===== src/rtl/btn_pkg.sv =====
// Shared definitions for the push-button conditioning block:
// debounce FSM state encoding and synchroniser depth.
package btn_pkg;

  // Two-bit debounce FSM state encoding.
  typedef logic [1:0] state_t;

  localparam state_t IDLE         = 2'd0;
  localparam state_t PRESS_WAIT   = 2'd1;
  localparam state_t PRESSED      = 2'd2;
  localparam state_t RELEASE_WAIT = 2'd3;

  // Number of flops between the raw pin and the debounce FSM.
  localparam int SYNC_STAGES = 2;

endpackage


===== src/rtl/sync_2ff.sv =====
// Generic flop-chain synchroniser (SYNC_STAGES deep, 2 by default).
// Resets to 1 so an active-low input reads as "inactive" out of reset,
// which makes it reusable for both the button and a reset push-button.
module sync_2ff
  import btn_pkg::*;
(
  input  logic clk,
  input  logic rst_n,
  input  logic d_in,
  output logic q_out
);

  logic [SYNC_STAGES-1:0] stage_q;
  logic [SYNC_STAGES-1:0] stage_d;

  // Stage 0 captures the asynchronous input; each later stage copies the previous one.
  assign stage_d[0] = d_in;

  genvar gi;
  generate
    for (gi = 1; gi < SYNC_STAGES; gi++) begin : g_chain
      assign stage_d[gi] = stage_q[gi-1];
    end
  endgenerate

  // Shift chain with synchronous active-low reset to all ones.
  always_ff @(posedge clk) begin
    if (!rst_n) begin
      stage_q <= '1;
    end else begin
      stage_q <= stage_d;
    end
  end

  assign q_out = stage_q[SYNC_STAGES-1];

endmodule


===== src/rtl/button_debouncer.sv =====
// Push-button conditioner: synchronises the raw active-low button, debounces
// it with a 4-state FSM, and produces a clean level, press/release strobes and
// a run/pause toggle feeding the counter enable.
// `release` is a reserved word, so the release strobe port is named release_o.
// Optional feature macro: BTN_LONG_PRESS_EN adds the long_press strobe and the
// hold counter behind it; without it neither exists.
module button_debouncer
  import btn_pkg::*;
#(
  parameter int DEBOUNCE_CYCLES   = 50000,
  parameter int CNT_W             = 20,
  parameter int LONG_PRESS_CYCLES = 1000000
) (
  input  logic clk,
  input  logic rst,
  input  logic btn_n,
  output logic level,
  output logic press,
  output logic release_o,
  output logic run
`ifdef BTN_LONG_PRESS_EN
  ,
  output logic long_press
`endif
);

  // Reject parameter sets whose counters would not fit in CNT_W bits.
  generate
    if ((DEBOUNCE_CYCLES < 2) ||
        (64'(DEBOUNCE_CYCLES) >= (64'd1 << CNT_W)) ||
        (64'(LONG_PRESS_CYCLES) >= (64'd1 << CNT_W))) begin : g_param_check
      $error("button_debouncer: DEBOUNCE_CYCLES/LONG_PRESS_CYCLES do not fit CNT_W");
    end
  endgenerate

  localparam logic [CNT_W-1:0] DB_LAST = CNT_W'(DEBOUNCE_CYCLES - 1);

  logic   btn_sync_n;
  logic   s;

  state_t           state_q, state_d;
  logic [CNT_W-1:0] cnt_q, cnt_d;
  logic             level_q, level_d;
  logic             press_q, press_d;
  logic             release_q, release_d;
  logic             run_q, run_d;

  sync_2ff u_sync (
    .clk   (clk),
    .rst_n (rst),
    .d_in  (btn_n),
    .q_out (btn_sync_n)
  );

  // Synchronised button, 1 = pressed.
  assign s = ~btn_sync_n;

  // Debounce FSM: a new level is accepted only after DEBOUNCE_CYCLES stable samples.
  always_comb begin
    state_d   = state_q;
    cnt_d     = cnt_q;
    press_d   = 1'b0;
    release_d = 1'b0;
    case (state_q)
      IDLE: begin
        if (s) begin
          cnt_d   = CNT_W'(1);
          state_d = PRESS_WAIT;
        end
      end
      PRESS_WAIT: begin
        if (!s) begin
          cnt_d   = '0;
          state_d = IDLE;
        end else if (cnt_q == DB_LAST) begin
          cnt_d   = '0;
          state_d = PRESSED;
          press_d = 1'b1;
        end else begin
          cnt_d = cnt_q + CNT_W'(1);
        end
      end
      PRESSED: begin
        if (!s) begin
          cnt_d   = CNT_W'(1);
          state_d = RELEASE_WAIT;
        end
      end
      RELEASE_WAIT: begin
        if (s) begin
          cnt_d   = '0;
          state_d = PRESSED;
        end else if (cnt_q == DB_LAST) begin
          cnt_d     = '0;
          state_d   = IDLE;
          release_d = 1'b1;
        end else begin
          cnt_d = cnt_q + CNT_W'(1);
        end
      end
      default: begin
        cnt_d   = '0;
        state_d = IDLE;
      end
    endcase
    // Level follows the accepted state, so it changes in the same cycle as the strobes.
    level_d = (state_d == PRESSED) || (state_d == RELEASE_WAIT);
    run_d   = run_q ^ press_d;
  end

  // FSM, counter and registered outputs; reset wins over any in-flight debounce.
  always_ff @(posedge clk) begin
    if (!rst) begin
      state_q   <= IDLE;
      cnt_q     <= '0;
      level_q   <= 1'b0;
      press_q   <= 1'b0;
      release_q <= 1'b0;
      run_q     <= 1'b0;
    end else begin
      state_q   <= state_d;
      cnt_q     <= cnt_d;
      level_q   <= level_d;
      press_q   <= press_d;
      release_q <= release_d;
      run_q     <= run_d;
    end
  end

  assign level     = level_q;
  assign press     = press_q;
  assign release_o = release_q;
  assign run       = run_q;

`ifdef BTN_LONG_PRESS_EN
  localparam logic [CNT_W-1:0] LP_LAST = CNT_W'(LONG_PRESS_CYCLES - 1);

  logic [CNT_W-1:0] hold_q, hold_d;
  logic             fired_q, fired_d;
  logic             long_q, long_d;

  // Hold timer: counts held cycles in PRESSED, fires once per accepted press.
  always_comb begin
    hold_d  = hold_q;
    fired_d = fired_q;
    long_d  = 1'b0;
    if (press_d) begin
      hold_d  = '0;
      fired_d = 1'b0;
    end else if (state_q == PRESSED) begin
      if (!s) begin
        // Leaving for RELEASE_WAIT; a bounce back resumes from zero.
        hold_d = '0;
      end else if (hold_q != LP_LAST) begin
        hold_d = hold_q + CNT_W'(1);
      end else if (!fired_q) begin
        long_d  = 1'b1;
        fired_d = 1'b1;
      end
    end
  end

  // Hold timer state and registered long-press strobe.
  always_ff @(posedge clk) begin
    if (!rst) begin
      hold_q  <= '0;
      fired_q <= 1'b0;
      long_q  <= 1'b0;
    end else begin
      hold_q  <= hold_d;
      fired_q <= fired_d;
      long_q  <= long_d;
    end
  end

  assign long_press = long_q;
`endif

endmodule


===== config.mk =====
export PLATFORM = sky130hd
export DESIGN_NAME = button_debouncer
export DESIGN_NICKNAME = d
export VERILOG_FILES = /design/src/rtl/btn_pkg.sv /design/src/rtl/sync_2ff.sv /design/src/rtl/button_debouncer.sv
export SDC_FILE = /design/constraint.sdc
export NUM_CORES = 1
export LEC_CHECK = 0
export CAP_MARGIN = 5
export CORE_MARGIN = 3
export CORE_UTILIZATION = 52
export DETAILED_ROUTE_END_ITERATION = 10
export PLACE_DENSITY = 0.78
export SETUP_SLACK_MARGIN = 0.5
export SYNTH_ARGS = -nofsm -noshare
export SYNTH_HDL_FRONTEND = slang
export SYNTH_SLANG_ARGS = --single-unit

===== constraint.sdc =====
create_clock -name clk -period 1.6 [get_ports clk]
set_input_delay 0.32 -clock clk [delete_from_list [all_inputs] [get_ports clk]]
set_output_delay 0.32 -clock clk [all_outputs]
set_load 0.01 [all_outputs]

Word-level counts from Yosys, hierarchy flattened:

Index checks and enable logic that the tools add are counted.

* add/sub/neg operators: 1
* equality and inequality tests: 8
* mux-type cells: 16
* bitwise gates (word level): 1
* reductions and logical operators: 4

Operator list (count)
* two-way mux 20 bit: 5
* case mux 20 bit (4 select lines): 1
* adder 20 x 1 -> 20 bit, second input constant: 1
* == test 20 x 16 -> 1 bit, second input constant: 1
* two-way mux 2 bit: 6
* == test 2 bit, second input constant: 4
* case mux 2 bit (4 select lines): 1
* two-way mux 1 bit: 3
* AND reduction 3 bit: 1
* == test 2 x 1 -> 1 bit, second input constant: 1
* zero test 2 bit: 1
* != test 2 x 1 -> 1 bit, second input constant: 1
* != test 2 bit, second input constant: 1
* AND reduction 2 bit: 1
* logical OR 1 bit: 1
* XOR 1 bit: 1

* flip-flop bits (word level): 28
* input port bits: 3
* output and inout port bits: 4
* word-level logic and storage cells: 37

Logic depth before layout (Yosys ltp):

Gate-level depths: netlist of the first run.

* depth after elaboration: 6
* gate-level depth with buffers: 7

By module:

From an unflattened synthesis of the first run, not the netlist that was laid out.

* cells, all modules: 166
* area total of the unflattened synthesis: 1371.3 µm²

Modules (own cells, without submodules)
* button_debouncer: instances 1, cells an instance 162, area an instance 1318.8 µm²
* sync_2ff: instances 1, cells an instance 4, area an instance 52.6 µm²

Least setup slack after synthesis of the first run:

OpenSTA, ideal clock, no wires.

* path type: flip-flop to flip-flop
* from: register cnt_q[11]
* to: register run_q (netlist: run)
* library setup time: 0.070 ns
* data arrival time: 1.708 ns
* data required time: 1.530 ns
* setup slack: -0.179 ns
* stages on the path, launching flop included: 6
* path buffers: 0
* clock period less this slack: 1.779 ns
* cells stage by stage: dfxtp_1 or4_4 nor4_4 nand3_2 or4_1 a21oi_1

* word-level cells in the longest chain between the ends: 5

RTL lines
* start, declared: RTL line button_debouncer.sv:42 `logic [CNT_W-1:0] cnt_q, cnt_d;`
* start signal, assigned: RTL line button_debouncer.sv:122 `cnt_q <= cnt_d;`
* == test 20 x 16 -> 1 bit: RTL line button_debouncer.sv:75 `end else if (cnt_q == DB_LAST) begin`
* two-way mux 1 bit: RTL line button_debouncer.sv:75
* two-way mux 1 bit: RTL line button_debouncer.sv:72 `if (!s) begin`
* two-way mux 1 bit: RTL line button_debouncer.sv:64 `case (state_q)`
* XOR 1 bit: RTL line button_debouncer.sv:108 `run_d = run_q ^ press_d;`
* end signal, assigned: RTL line button_debouncer.sv:126 `run_q <= run_d;`
* end, declared: RTL line button_debouncer.sv:46 `logic run_q, run_d;`

No other way between the ends.
A chain may end at the register's enable or synchronous reset.

Final worst setup path of the first run:

* from: register cnt_q[19]
* to: register run_q (netlist: run)

Same word-level chain as after synthesis.

==> results of run 1 <==
## path summary, 6_finish.rpt
check / start / to / slack (ns) / depth (start not counted)
worst max-delay path: cnt_q[19] / run / -0.26 / 5
worst min-delay path: u_sync.stage_q[0] / u_sync.stage_q[1] / 0.43 / 1
worst max register to register: cnt_q[19] / run / -0.26 / 5
worst min register to register: u_sync.stage_q[0] / u_sync.stage_q[1] / 0.43 / 1
## through the flow
step                instance area, µm²  std cells
finish                            1670        214
floorplan                         1330        154
global placement                  1580        207
CTS                               1630        213
global route                      1670        214
detailed placement                1580        207
## what timing repair did
| item | in CTS | in global routing |
|---|---|---|
| gates cloned | 1 | 0 |
| endpoints found under the setup margin | 30 | 30 |
| pin swaps | 5 | 1 |
| buffers inserted | 1 | 1 |
| gates resized for setup | 21 | 6 |
## final cells by class
type | count | area [µm²]
Clock buffer | 4 | 36.3
Fill cell | 176 | 624
Inverter | 4 | 15.0
Multi-Input combinational cell | 117 | 757
Sequential cell | 28 | 567
Tap cell | 28 | 35.0
Timing Repair Buffer | 33 | 263
## synthesized netlist by cell type, types with 2 or more instances
| cell | number | area share |
|---|---|---|
| nor4_4 | 2 | 0.033 |
| xor2_1 | 9 | 0.060 |
| and3_1 | 4 | 0.019 |
| nor3_1 | 6 | 0.023 |
| nand3_1 | 12 | 0.046 |
| dfxtp_1 | 28 | 0.43 |
| nand2b_1 | 2 | 0.0096 |
| clkbuf_1 | 4 | 0.011 |
| nor2_1 | 24 | 0.069 |
| nand2_1 | 16 | 0.046 |
| a31oi_1 | 4 | 0.019 |
| and4_1 | 3 | 0.020 |
| xnor2_1 | 5 | 0.033 |
| o21ai_0 | 2 | 0.0076 |
| a21oi_1 | 6 | 0.023 |
| nand4_1 | 6 | 0.029 |
| inv_1 | 4 | 0.011 |
## logic make-up after synthesis
logic type | synth area share
and+or+nand+nor | 0.348
AOI/OAI and AO/OA | 0.0860
xor gates and xnor gates | 0.0937
DFF | 0.428
muxes | 0.00765
adders and majority gates | 0.00956
buffers and inverters | 0.0268
## critical path: cells and delay by family, from the launching register on
family / cells / cell delay, ns
AOI/OAI and AO/OA: 1 / 0.15
and+or+nand+nor: 4 / 1.29
DFF: 1 / 0.35
## power groups by stage
stage,clock network (mW),registers [mW],logic (mW)
2_1_floorplan,0,0.719,0.0256
3_3_place_gp,0,0.720,0.0425
3_5_place_dp,0,0.720,0.0443
4_1_cts,0.356,0.705,0.0485
5_1_grt,0.384,0.706,0.0561
6_report,0.350,0.705,0.0520
## metal layers
| layer | wire length (µm) | up-vias |
|---|---|---|
| met3 | 172 | 9 |
| met4 | 71 | 0 |
| met2 | 1590 | 44 |
| met5 | 0 | - |
| li1 | - | 606 |
| met1 | 1420 | 622 |
## state kept, by name, summed over array words and instances (netlist names)
register        cells
press               1
cnt_q              20
run                 1
level               1
state_q             2
release_o           1
u_sync.stage_q      2
==> impl_metrics.ini, run 1 <==
[outcome]
status = finished, violations left
violations = setup timing

[yosys]
synth_edf_count = 0
syn_area_per_cell_um2 = 8.50
yosysUniqueCellTypes = 34
synthesis.nets = 158
yosysSeqAreaShare = 0.428
syn_inst = 154
yosys_warnings = 0
synthFlopType = dfxtp_1
synth-seq-cells = 28
async_reset_ff_frac = 0
netlist_area_um2 = 1310

[final_layout]
layout_common_cells = 26 x buf_4, 24 x nor2_1, 23 x dfxtp_1
n_antenna_cell = 0
final_util = 0.728
layout-drive-gt1-share = 0.274
layout_commonest_cell = buf_4
nets = 191
areaGrowthSynthToFinish_pct = 27.8

[floorplanning]
std_cell_rows = 17
die_area_um2 = 3160
die_y_um = 56.2
initial_core_util = 0.570
die_x_um = 56.2
core_area_um2 = 2300
io-pin-count = 7

[clock_tree]
htree_levels = 1
cts_buffer_depth = 2
cts_sinks = 28
clockRootBuffer = clkbuf_4
clock_latency_ns = 0.33
numCtsBuffers = 3
cts_tree = done
cts_hold_buf = 0
clk_pin_slew_ns = 0.15

[global_routing]
grt.overflow.total = 0
antenna_found_initial = 0
grtUsageTotal = 0.216
grt_use_met3 = 0.0302
grt_max_degree = 16
met1_usage = 0.280
met2_usage = 0.356
grt_pass1_vias = 1199
grt_first_pass_wirelength_mm = 5.43
top_usage_layer = met2

[timing]
period_minus_slack_ns = 1.86
post-route-period-util = 1.16
setup-tns-final_ns = -4.75
worst_hold_slack_ns = 0.427
worst_pin_slew_ns = 0.436
grt_setup_unrepaired = true
setup_viol = 26
setup_slack_ns = -0.260
maxSlewHeadroom = 0.709
finClkSkew_ns = 0.00798
clock.fmax_mhz = 538
slew_violations = 0
hold_violations = 0

[route]
dr.first_iter.drc_count = 48
avgViaCountPerCell = 5.99
antenna_left = 0
wire_per_inst_um = 15.2
wirelength_mm = 3.26
drcViolationCount = 0
vias = 1281
drtPass1Iterations = 4

[setup_path]
cp_cell_sequence = or4_4 > nor4_4 > nand3_2 > or4_1 > a21oi_1
worstPathArrival_ns = 2.13
crit_required_ns = 1.87
crit_type = flip-flop to flip-flop
start_kind = flip-flop
slowest_stage = or4_4
cpPeakStageDelay_ns = 0.54
cp_max_fo = 3
endpoint_kind = flip-flop

[placed_design]
hpwl_mm = 2.31
numPortBuffers = 6
place_congestion = 0.815
post-place-ws_ns = -0.216

[pwr]
combPwrFrac = 0.047
power_mw = 1.11
p_per_area_nw_per_um2 = 662
p_sw_uw = 245
seqPwrFrac = 0.637
p_int_uw = 862
ir_drop_mv = 0.717
p_sw_frac = 0.222
p_leak_nw = 0.651
clockPowerShare = 0.316

[job]
maxCapViolCount = 0

[min_path]
min_path_type = flip-flop to flip-flop
Power figures use the tool's default switching activity.
==> inputs of run 2 (changes only) <==
CELL_PAD_IN_SITES_DETAIL_PLACEMENT = 2   (was default)
CELL_PAD_IN_SITES_GLOBAL_PLACEMENT = 2   (was default)
CORE_UTILIZATION = 32   (was 52)
==> run 2 against run 1 <==
  * The flow still finishes with violations (setup timing)
  * Clock skew rose by 0.0019 ns
  * Cell count increased by 15%
  * Sequential share of layout area down 3.7 points
  * Total power is 7.3% higher
  * Combinational power is 40% higher
  * Critical path depth increased by 2
  * Sequential power is essentially flat
  * Clock power rose by 17%
  * Die area increased by 55%
  * Sequential cell count unchanged
  * Register-to-register slack worse by 0.14 ns
  * Critical path type unchanged
  * Worst setup slack worse by 0.14 ns
==> impl_metrics.ini, run 2 (synthesis results as in run 1) <==
[floorplanning]
std_cell_rows = 22
die_area_um2 = 4890
die_y_um = 70.0
initial_core_util = 0.345
core_area_um2 = 3800
io-pin-count = 7
die_x_um = 70.0

[pwr]
power_mw = 1.19
p_leak_nw = 0.716
p_per_area_nw_per_um2 = 632
p_sw_frac = 0.243
combPwrFrac = 0.061
seqPwrFrac = 0.594
p_int_uw = 899
p_sw_uw = 289
clockPowerShare = 0.345
ir_drop_mv = 0.430

[clock_tree]
cts_sinks = 28
cts_tree = done
htree_levels = 1
numCtsBuffers = 3
clock_latency_ns = 0.29
clk_pin_slew_ns = 0.11
cts_hold_buf = 0
clockRootBuffer = clkbuf_8
cts_buffer_depth = 2

[final_layout]
n_antenna_cell = 0
seq_area_um2 = 567
layout_common_cells = 36 x buf_4, 23 x dfxtp_1, 17 x nor2_1
reg_top3 = cnt_q x20, state_q x2, u_sync.stage_q x2
layout_commonest_cell = buf_4
multi_input_area_um2 = 833
areaGrowthSynthToFinish_pct = 43.5
layout-drive-gt1-share = 0.404
nets = 204
largest_reg_flops = 20
n_fill_cell = 409
regMostFlops = cnt_q

[timing]
grt_setup_unrepaired = true
finClkSkew_ns = 0.00988
setup_slack_ns = -0.401
worst_hold_slack_ns = 0.439
hold_violations = 0
post-route-period-util = 1.25
period_minus_slack_ns = 2.00
slew_violations = 0
clock.fmax_mhz = 500
setup_viol = 26
worst_pin_slew_ns = 0.724
setup-tns-final_ns = -9.31
maxSlewHeadroom = 0.515

[setup_path]
crit_type = flip-flop to flip-flop
worstPathArrival_ns = 2.18
endpoint_kind = flip-flop
start_kind = flip-flop
cp_max_fo = 6
crit_required_ns = 1.78

[global_routing]
grt_pass1_vias = 1549
antenna_found_initial = 0
grtUsageTotal = 0.234
grt_first_pass_wirelength_mm = 8.91
grt.overflow.total = 0
grt_max_degree = 15

[route]
drtPass1Iterations = 4
wire_per_inst_um = 24.7
drcViolationCount = 0
avgViaCountPerCell = 5.65
vias = 1389
antenna_left = 0
dr.first_iter.drc_count = 77
wirelength_mm = 6.08

[outcome]
status = finished, violations left
violations = setup timing

[placed_design]
numPortBuffers = 6
place_congestion = 0.772
hpwl_mm = 3.38

[job]
maxCapViolCount = 0

[min_path]
min_path_type = flip-flop to flip-flop
## run 2: path summary, 6_finish.rpt
check	endpoint	slack, ns	cells after the start	startpoint
setup reg to reg	cnt_q[18]	-0.40	7	cnt_q[13]
hold reg to reg	u_sync.stage_q[1]	0.44	1	u_sync.stage_q[0]
setup / recovery	cnt_q[18]	-0.40	7	cnt_q[13]
hold / removal	u_sync.stage_q[1]	0.44	1	u_sync.stage_q[0]
## run 2: power by group through the flow
stage | Sequential, mW | Clock [mW] | Combinational [mW]
3_3_place_gp | 0.720 | 0 | 0.0477
5_1_grt | 0.706 | 0.439 | 0.0778
6_report | 0.706 | 0.409 | 0.0729
2_1_floorplan | 0.719 | 0 | 0.0256
3_5_place_dp | 0.721 | 0 | 0.0508
4_1_cts | 0.705 | 0.395 | 0.0554
## run 2: critical path, stage by stage, from the launching register on
cell and delay [ns]:
dfxtp_2 0.33, or4b_4 0.56, nor4_4 0.31, buf_4 0.19, a21oi_4 0.08, o21ai_4 0.19
buf_6 0.18, nor2_2 0.06
## run 2: layer usage
layer / track usage / part of all wire / up-vias / wire (µm)
li1: - / - / 634 / -
met1: 0.278 / 0.40 / 704 / 2440
met2: 0.433 / 0.54 / 34 / 3270
met3: 0.0259 / 0.031 / 17 / 188
met4: 0.0787 / 0.029 / 0 / 178
met5: 0 / 0 / - / 0
## run 2: cell type report
cell class	instances	share of cell area
repair buffers	46	0.193
clock buffers	3	0.0220
inverters	4	0.00799
multi-input cells	117	0.444
flip-flops and latches	28	0.302
well taps	48	0.0320
## run 2: timing repair
item	CTS	global route
endpoints found under the setup margin	30	27
setup buffers	4	3
gates cloned	0	1
gates resized for setup	21	29
pin swaps	4	18
## run 2: stage by stage
stage	instances	util	cell area (µm²)	worst slack [ns]
final	246	0.494	1880	-0.401
after global routing	246	0.494	1880	-0.455
after CTS	242	0.459	1740	-0.394
after detailed placement	235	0.438	1660	-0.313
after global placement	235	0.438	1660	-0.202
after floorplan	154	-	1330	-0.174
